**src/rtl/pcie_msg_reassembler.sv**
```systemverilog
// Multi-tag PCIe message reassembler: writes fragment beats into per-tag SRAM regions and pulses on completion.
// Optional per-tag inactivity timeout enabled by defining PCIE_REASM_TIMEOUT_EN.
module pcie_msg_reassembler #(
  parameter int DATA_WIDTH     = 256,
  parameter int NUM_TAGS       = 16,
  parameter int MAX_BEATS      = 64,
  parameter int ADDR_WIDTH     = 10,
  parameter int TIMEOUT_CYCLES = 4096,
  localparam int TAG_W         = $clog2(NUM_TAGS),
  localparam int BEAT_W        = $clog2(MAX_BEATS)
) (
  input  logic                  clk,
  input  logic                  rst,
  input  logic                  hdr_valid,
  output logic                  hdr_ready,
  input  logic [TAG_W-1:0]      hdr_tag,
  input  logic [BEAT_W-1:0]     hdr_offset,
  input  logic [BEAT_W:0]       hdr_len,
  input  logic                  hdr_last,
  input  logic                  d_valid,
  output logic                  d_ready,
  input  logic [DATA_WIDTH-1:0] d_data,
  input  logic                  d_last,
  output logic                  sram_wen,
  output logic [ADDR_WIDTH-1:0] sram_waddr,
  output logic [DATA_WIDTH-1:0] sram_wdata,
  output logic                  asm_valid,
  output logic [TAG_W-1:0]      asm_tag,
  output logic [BEAT_W:0]       asm_len,
  output logic                  err_valid,
  output logic [TAG_W-1:0]      err_tag,
  output logic [1:0]            err_code
);

  typedef enum logic [1:0] {IDLE, CHECK, DATA, DONE} state_t;

  localparam logic [1:0] ERR_NONE = 2'd0;
  localparam logic [1:0] ERR_OVF  = 2'd1;
  localparam logic [1:0] ERR_LEN  = 2'd2;
  localparam logic [1:0] ERR_TMO  = 2'd3;

  if (NUM_TAGS * MAX_BEATS > 2**ADDR_WIDTH || TIMEOUT_CYCLES < 2) begin : g_cfg_check
    $error("pcie_msg_reassembler: invalid parameter combination");
  end

  state_t              state, state_nxt;
  logic [TAG_W-1:0]    h_tag;
  logic [BEAT_W-1:0]   h_offset;
  logic [BEAT_W:0]     h_len;
  logic                h_last;
  logic [1:0]          frag_err;
  logic [BEAT_W:0]     beat_cnt, frag_beats;

  logic [NUM_TAGS-1:0] ctx_active, ctx_have_last;
  logic [BEAT_W:0]     ctx_rcv   [NUM_TAGS];
  logic [BEAT_W:0]     ctx_total [NUM_TAGS];

  logic [BEAT_W:0]     beat_next, end_sum, rcv_new;
  logic                overflow, beat_acc, frag_end, len_hit;
  logic                done_asm, done_err;
  logic [1:0]          done_code;
  logic                tmo_fire;
  logic [TAG_W-1:0]    tmo_tag;

  // end_sum is one bit wider than the offset so offset+len never wraps
  always_comb begin
    beat_next = beat_cnt + (BEAT_W+1)'(1);
    end_sum   = {1'b0, h_offset} + h_len;
    overflow  = end_sum > (BEAT_W+1)'(MAX_BEATS);
    beat_acc  = (state == DATA) && d_valid;
    len_hit   = beat_next == h_len;
    frag_end  = beat_acc && (d_last || len_hit);
    rcv_new   = ctx_rcv[h_tag] + frag_beats;
  end

  always_comb begin
    done_asm  = 1'b0;
    done_err  = 1'b0;
    done_code = ERR_NONE;
    if (state == DONE) begin
      if (frag_err != ERR_NONE) begin
        done_err  = 1'b1;
        done_code = frag_err;
      end else if (ctx_active[h_tag] && ctx_have_last[h_tag]) begin
        if (rcv_new == ctx_total[h_tag]) begin
          done_asm = 1'b1;
        end else if (rcv_new > ctx_total[h_tag]) begin
          done_err  = 1'b1;
          done_code = ERR_LEN;
        end
      end
    end
  end

`ifdef PCIE_REASM_TIMEOUT_EN
  localparam int TMO_W = $clog2(TIMEOUT_CYCLES);
  localparam logic [TMO_W-1:0] TMO_LIM = TMO_W'(TIMEOUT_CYCLES - 1);

  logic [TMO_W-1:0]    tmo_cnt [NUM_TAGS];
  logic [NUM_TAGS-1:0] tmo_pend;

  // Timer restarts whenever DONE touches the tag, so DONE beats a same-cycle timeout
  always_ff @(posedge clk) begin
    for (int t = 0; t < NUM_TAGS; t++) begin
      if (rst || !ctx_active[t] || (state == DONE && h_tag == TAG_W'(t)))
        tmo_cnt[t] <= '0;
      else if (tmo_cnt[t] != TMO_LIM)
        tmo_cnt[t] <= tmo_cnt[t] + TMO_W'(1);
    end
  end

  always_comb begin
    tmo_pend = '0;
    tmo_tag  = '0;
    for (int t = 0; t < NUM_TAGS; t++)
      tmo_pend[t] = ctx_active[t] && (tmo_cnt[t] == TMO_LIM) &&
                    !(state == DONE && h_tag == TAG_W'(t));
    for (int t = NUM_TAGS - 1; t >= 0; t--)
      if (tmo_pend[t]) tmo_tag = TAG_W'(t);
    tmo_fire = (|tmo_pend) && !done_err;
  end
`else
  assign tmo_fire = 1'b0;
  assign tmo_tag  = '0;
`endif

  always_comb begin
    state_nxt = state;
    case (state)
      IDLE:    if (hdr_valid) state_nxt = CHECK;
      CHECK:   state_nxt = DATA;
      DATA:    if (frag_end) state_nxt = DONE;
      DONE:    state_nxt = IDLE;
      default: state_nxt = IDLE;
    endcase
  end

  always_comb begin
    hdr_ready = !rst && (state == IDLE);
    d_ready   = !rst && (state == DATA);
    asm_valid = 1'b0;
    asm_tag   = '0;
    asm_len   = '0;
    err_valid = 1'b0;
    err_tag   = '0;
    err_code  = ERR_NONE;
    if (!rst) begin
      if (done_asm) begin
        asm_valid = 1'b1;
        asm_tag   = h_tag;
        asm_len   = ctx_total[h_tag];
      end
      if (done_err) begin
        err_valid = 1'b1;
        err_tag   = h_tag;
        err_code  = done_code;
      end else if (tmo_fire) begin
        err_valid = 1'b1;
        err_tag   = tmo_tag;
        err_code  = ERR_TMO;
      end
    end
  end

  // Overflowed fragments keep frag_err=OVF through DATA so their beats are drained unwritten
  always_ff @(posedge clk) begin
    if (rst) begin
      state         <= IDLE;
      h_tag         <= '0;
      h_offset      <= '0;
      h_len         <= '0;
      h_last        <= 1'b0;
      frag_err      <= ERR_NONE;
      beat_cnt      <= '0;
      frag_beats    <= '0;
      sram_wen      <= 1'b0;
      sram_waddr    <= '0;
      sram_wdata    <= '0;
      ctx_active    <= '0;
      ctx_have_last <= '0;
      for (int t = 0; t < NUM_TAGS; t++) begin
        ctx_rcv[t]   <= '0;
        ctx_total[t] <= '0;
      end
    end else begin
      state    <= state_nxt;
      sram_wen <= 1'b0;
      case (state)
        IDLE: if (hdr_valid) begin
          h_tag    <= hdr_tag;
          h_offset <= hdr_offset;
          h_len    <= hdr_len;
          h_last   <= hdr_last;
        end
        CHECK: begin
          beat_cnt <= '0;
          if (overflow) begin
            frag_err <= ERR_OVF;
          end else begin
            frag_err          <= ERR_NONE;
            ctx_active[h_tag] <= 1'b1;
            if (h_last) begin
              ctx_total[h_tag]     <= end_sum;
              ctx_have_last[h_tag] <= 1'b1;
            end
          end
        end
        DATA: if (beat_acc) begin
          beat_cnt <= beat_next;
          if (frag_err != ERR_OVF) begin
            sram_wen   <= 1'b1;
            sram_waddr <= ADDR_WIDTH'(h_tag) * ADDR_WIDTH'(MAX_BEATS) +
                          ADDR_WIDTH'(h_offset) + ADDR_WIDTH'(beat_cnt);
            sram_wdata <= d_data;
          end
          if (frag_end) begin
            frag_beats <= beat_next;
            if (frag_err == ERR_NONE && (d_last != len_hit)) frag_err <= ERR_LEN;
          end
        end
        DONE: begin
          if (done_asm || done_err) begin
            ctx_active[h_tag]    <= 1'b0;
            ctx_have_last[h_tag] <= 1'b0;
            ctx_rcv[h_tag]       <= '0;
            ctx_total[h_tag]     <= '0;
          end else if (ctx_active[h_tag]) begin
            ctx_rcv[h_tag] <= rcv_new;
          end
        end
        default: ;
      endcase
      if (tmo_fire) begin
        ctx_active[tmo_tag]    <= 1'b0;
        ctx_have_last[tmo_tag] <= 1'b0;
        ctx_rcv[tmo_tag]       <= '0;
        ctx_total[tmo_tag]     <= '0;
      end
    end
  end

endmodule
```
**config.mk**
```make
export PLATFORM = sky130hd
export DESIGN_NAME = pcie_msg_reassembler
export DESIGN_NICKNAME = d
export VERILOG_FILES = /design/src/rtl/pcie_msg_reassembler.sv
export SDC_FILE = /design/constraint.sdc
export NUM_CORES = 1
export LEC_CHECK = 0
export CORE_UTILIZATION = 35
export DETAILED_ROUTE_END_ITERATION = 7
export GPL_TIMING_DRIVEN = 0
export RECOVER_POWER = 100
export SLEW_MARGIN = 30
export SYNTH_ARGS = -nofsm -noshare
export SYNTH_HDL_FRONTEND = slang
export SYNTH_SLANG_ARGS = --single-unit
```
**constraint.sdc**
```tcl
create_clock -name clk -period 11.6 [get_ports clk]
set_input_delay 2.32 -clock clk [delete_from_list [all_inputs] [get_ports clk]]
set_output_delay 2.32 -clock clk [all_outputs]
set_load 0.005 [all_outputs]
```
==> results.toml <==
[run_status]
status = "completed"

[drt]
vias = 20300
via_per_inst = 5.25
wirelength_um = 91900
drc = 0
dr.pass1.iters = 5
drt_iter0_markers = 1594
drt-wirelength-per-cell_um = 23.7
final_antenna_net_count = 0

[worst_setup_path]
regToRegSetupSlack_ps = 3070
arrival_ps = 7870
critPathMaxFanout = 10
crit_required_ps = 9280
start_kind = "flip-flop"
criticalPathCategory = "reg -> out"
rr_endpoint = "ctx_total[4][1]$_SDFFCE_PN0P_"
endpoint_kind = "primary output"
rr_worst_depth = 20

[timing]
timing.final.crit_share_pct = 87.8
maxSlewViolCount = 0
setup_viol_count_final = 0
finalHoldViolations = 0
rsz0062_at_grt = "false"
clock.fmax_mhz = 98.2
period_needed_ps = 10190
worst_pin_slew_ps = 1310
timing.setup.tns_ps = 0
fin_hold_ws_ps = 450
relSlewSlack_pct = 12.0
fin_skew_ps = 30.8

[power_and_ir_drop]
pwr-share-clk_pct = 33.3
internal-power_mw = 3.82
seqPwrFrac_pct = 41.6
peakVddDrop_v = 0.000144
p_switching_mw = 1.76
switching_share_pct = 31.5
combPwrFrac_pct = 25.1
powerDensity_mw_per_mm2 = 175
leakage_nw = 11.5

[synth]
synth_edf_count = 224
avgSynthCellArea_um2 = 10.0
async_flop_share_pct = 0
ys_warn_count = 0
syn_inst = 2329
ys_ff_latch = 563
synth_flop_cell = "dfxtp_1"
syn-num-nets = 2644
synth_cell_type_count = 62
synth_area_mm2 = 0.0234
seq_area_frac_synth_pct = 57.8

[layout]
utilization_pct = 48.3
nets = 3271
mostFrequentLayoutCells = "nand2_1, dfxtp_1, a21oi_1"
area_growth_pct = 36.2
layout_commonest_cell = "nand2_1"
drive_above_1_share_pct = 6.52

[placement]
gp_congestion = 0.965
dp_hpwl_um = 74100
portBuffers = 566

[run]
maxCapViolations = 0

[clocking]
htree_num_levels = 2
cts_tree = "done"
cts_resized = 0
clk_latency_ps = 630
clock_path_buffers = 3
postCtsSetupBuffers = 0
cts.sinks = 563
cts_buffers = 59
ctsHoldBuffers = 0
cts_root_buffer = "clkbuf_16"
clkSlewWorstSetupHoldPaths_ps = 60

[global_route]
grt_usage_pct = 26.5
grt_start_max_net_pins = 15
grt_pass1_vias = 20000
grt.overflow.total = 0
antenna_found_initial = 13
grt_pass1_wl_um = 132000

[floorplanning]
core_area_mm2 = 0.0659
die_h_um = 260
start_util_pct = 35.5
dieWidth_um = 260
die-area_mm2 = 0.0678
num_rows = 94
boundaryPins = 567

[min_path]
hold_path_class = "reg -> reg"
whs_path_depth = 2
hold_end = "sram_wdata[203]$_SDFFE_PP0P_"
min-delay-start = "sram_wdata[203]$_SDFFE_PP0P_"
per-stage QoR:
step,instances,setup slack (ps),total power [mW],cell area [um2]
after floorplan,2329,4180,3.09,23400
after global placement,3759,2440,3.76,30100
after detailed placement,3759,2520,3.80,30100
after CTS,3868,1810,5.64,32000
after global routing,3869,877,5.79,31800
final,3873,1410,5.58,31800
flip-flops by register name (all words and copies together) (netlist names), named ones only:
signal / flops
ctx_rcv: 112
h_tag: 4
ctx_total: 112
h_last: 1
h_offset: 6
sram_wen: 1
frag_err: 2
sram_waddr: 10
frag_beats: 7
sram_wdata: 256
h_len: 7
beat_cnt: 7
state: 2
cell usage after synthesis (3+ instances only):
cell type	number	share of area [%]
nor3_1	16	0.34
o22ai_1	3	0.080
o21ai_0	17	0.36
mux4_2	78	7.5
buf_1	8	0.13
ha_1	33	1.8
nand2_1	625	10
xnor2_1	12	0.45
buf_4	3	0.096
o21ai_1	7	0.15
buf_2	11	0.24
a22oi_1	4	0.13
nand2b_1	6	0.16
a31oi_1	34	0.91
o21a_1	4	0.13
and3_1	6	0.16
nand3_1	18	0.39
a311oi_1	32	1.2
a21o_1	6	0.19
nor2_2	10	0.27
a211oi_1	8	0.26
clkbuf_1	146	2.3
xor2_1	10	0.37
fa_1	3	0.26
and2_1	12	0.32
dfxtp_1	339	29
nand4_1	3	0.080
nand3_4	5	0.37
buf_6	9	0.43
a21oi_1	299	6.4
nor2_1	262	4.2
inv_1	24	0.39
edfxtp_1	224	29
nor2b_1	15	0.40
worst max-delay path by stage:
stage | start | to | slack [ps] | cells past startpoint
after detailed placement | flip-flop | err_code[1] | 2520 | 20
after floorplan | flip-flop | err_code[1] | 4180 | 19
after CTS | flip-flop | err_code[1] | 1810 | 20
final | flip-flop | err_code[1] | 1410 | 20
after global routing | flip-flop | err_code[1] | 880 | 20
after global placement | flip-flop | err_code[1] | 2440 | 20
final cells by class:
cell class / instances / area [um2]
plain buffers: 177 / 694
repair buffers: 566 / 5670
diodes: 5 / 12.5
multi-input cells: 1565 / 8910
flip-flops and latches: 563 / 13500
well taps: 864 / 1080
clock buffers: 93 / 1750
inverters: 24 / 90.1
clock inverters: 16 / 116
fillers: 6163 / 34000
critical path, cell delays in order (launching register included):
cell,delay (ps)
dfxtp_1,460
buf_2,380
clkbuf_1,880
clkbuf_1,760
mux4_2,640
mux4_2,530
ha_1,230
fa_1,400
a21o_1,180
a21oi_1,220
o21bai_1,90
a21oi_1,180
xnor3_1,310
ha_1,340
nand4_1,160
a21oi_1,190
o22ai_1,80
o21ai_0,380
and2_1,210
nor2b_1,130
clkdlybuf4s50_1,500
routing by layer:
layer | wire [um] | vias to the layer above | share of wire, % | GRT usage (%)
li1 | - | 9312 | - | -
met1 | 35200 | 9911 | 38 | 32.4
met2 | 44100 | 909 | 48 | 44.2
met3 | 8500 | 189 | 9.3 | 7.86
met4 | 4010 | 12 | 4.4 | 9.71
met5 | 80 | - | 0.087 | 0
power groups by stage:
stage                     combinational [mW]  sequential [mW]  clock (mW)
after detailed placement                1.43             2.37           0
after global routing                    1.50             2.34        1.95
after CTS                               1.44             2.32        1.88
after global placement                  1.40             2.36           0
after floorplan                        0.756             2.33           0
final                                   1.40             2.32        1.85
cell families after synthesis:
group | share of synthesized area (%)
xor+xnor | 0.990
fa+ha+maj | 2.02
mux | 7.56
buf+inv | 3.62
flops | 57.8
compound gates | 10.5
simple gates | 17.4
Power figures use the tool's default switching activity.
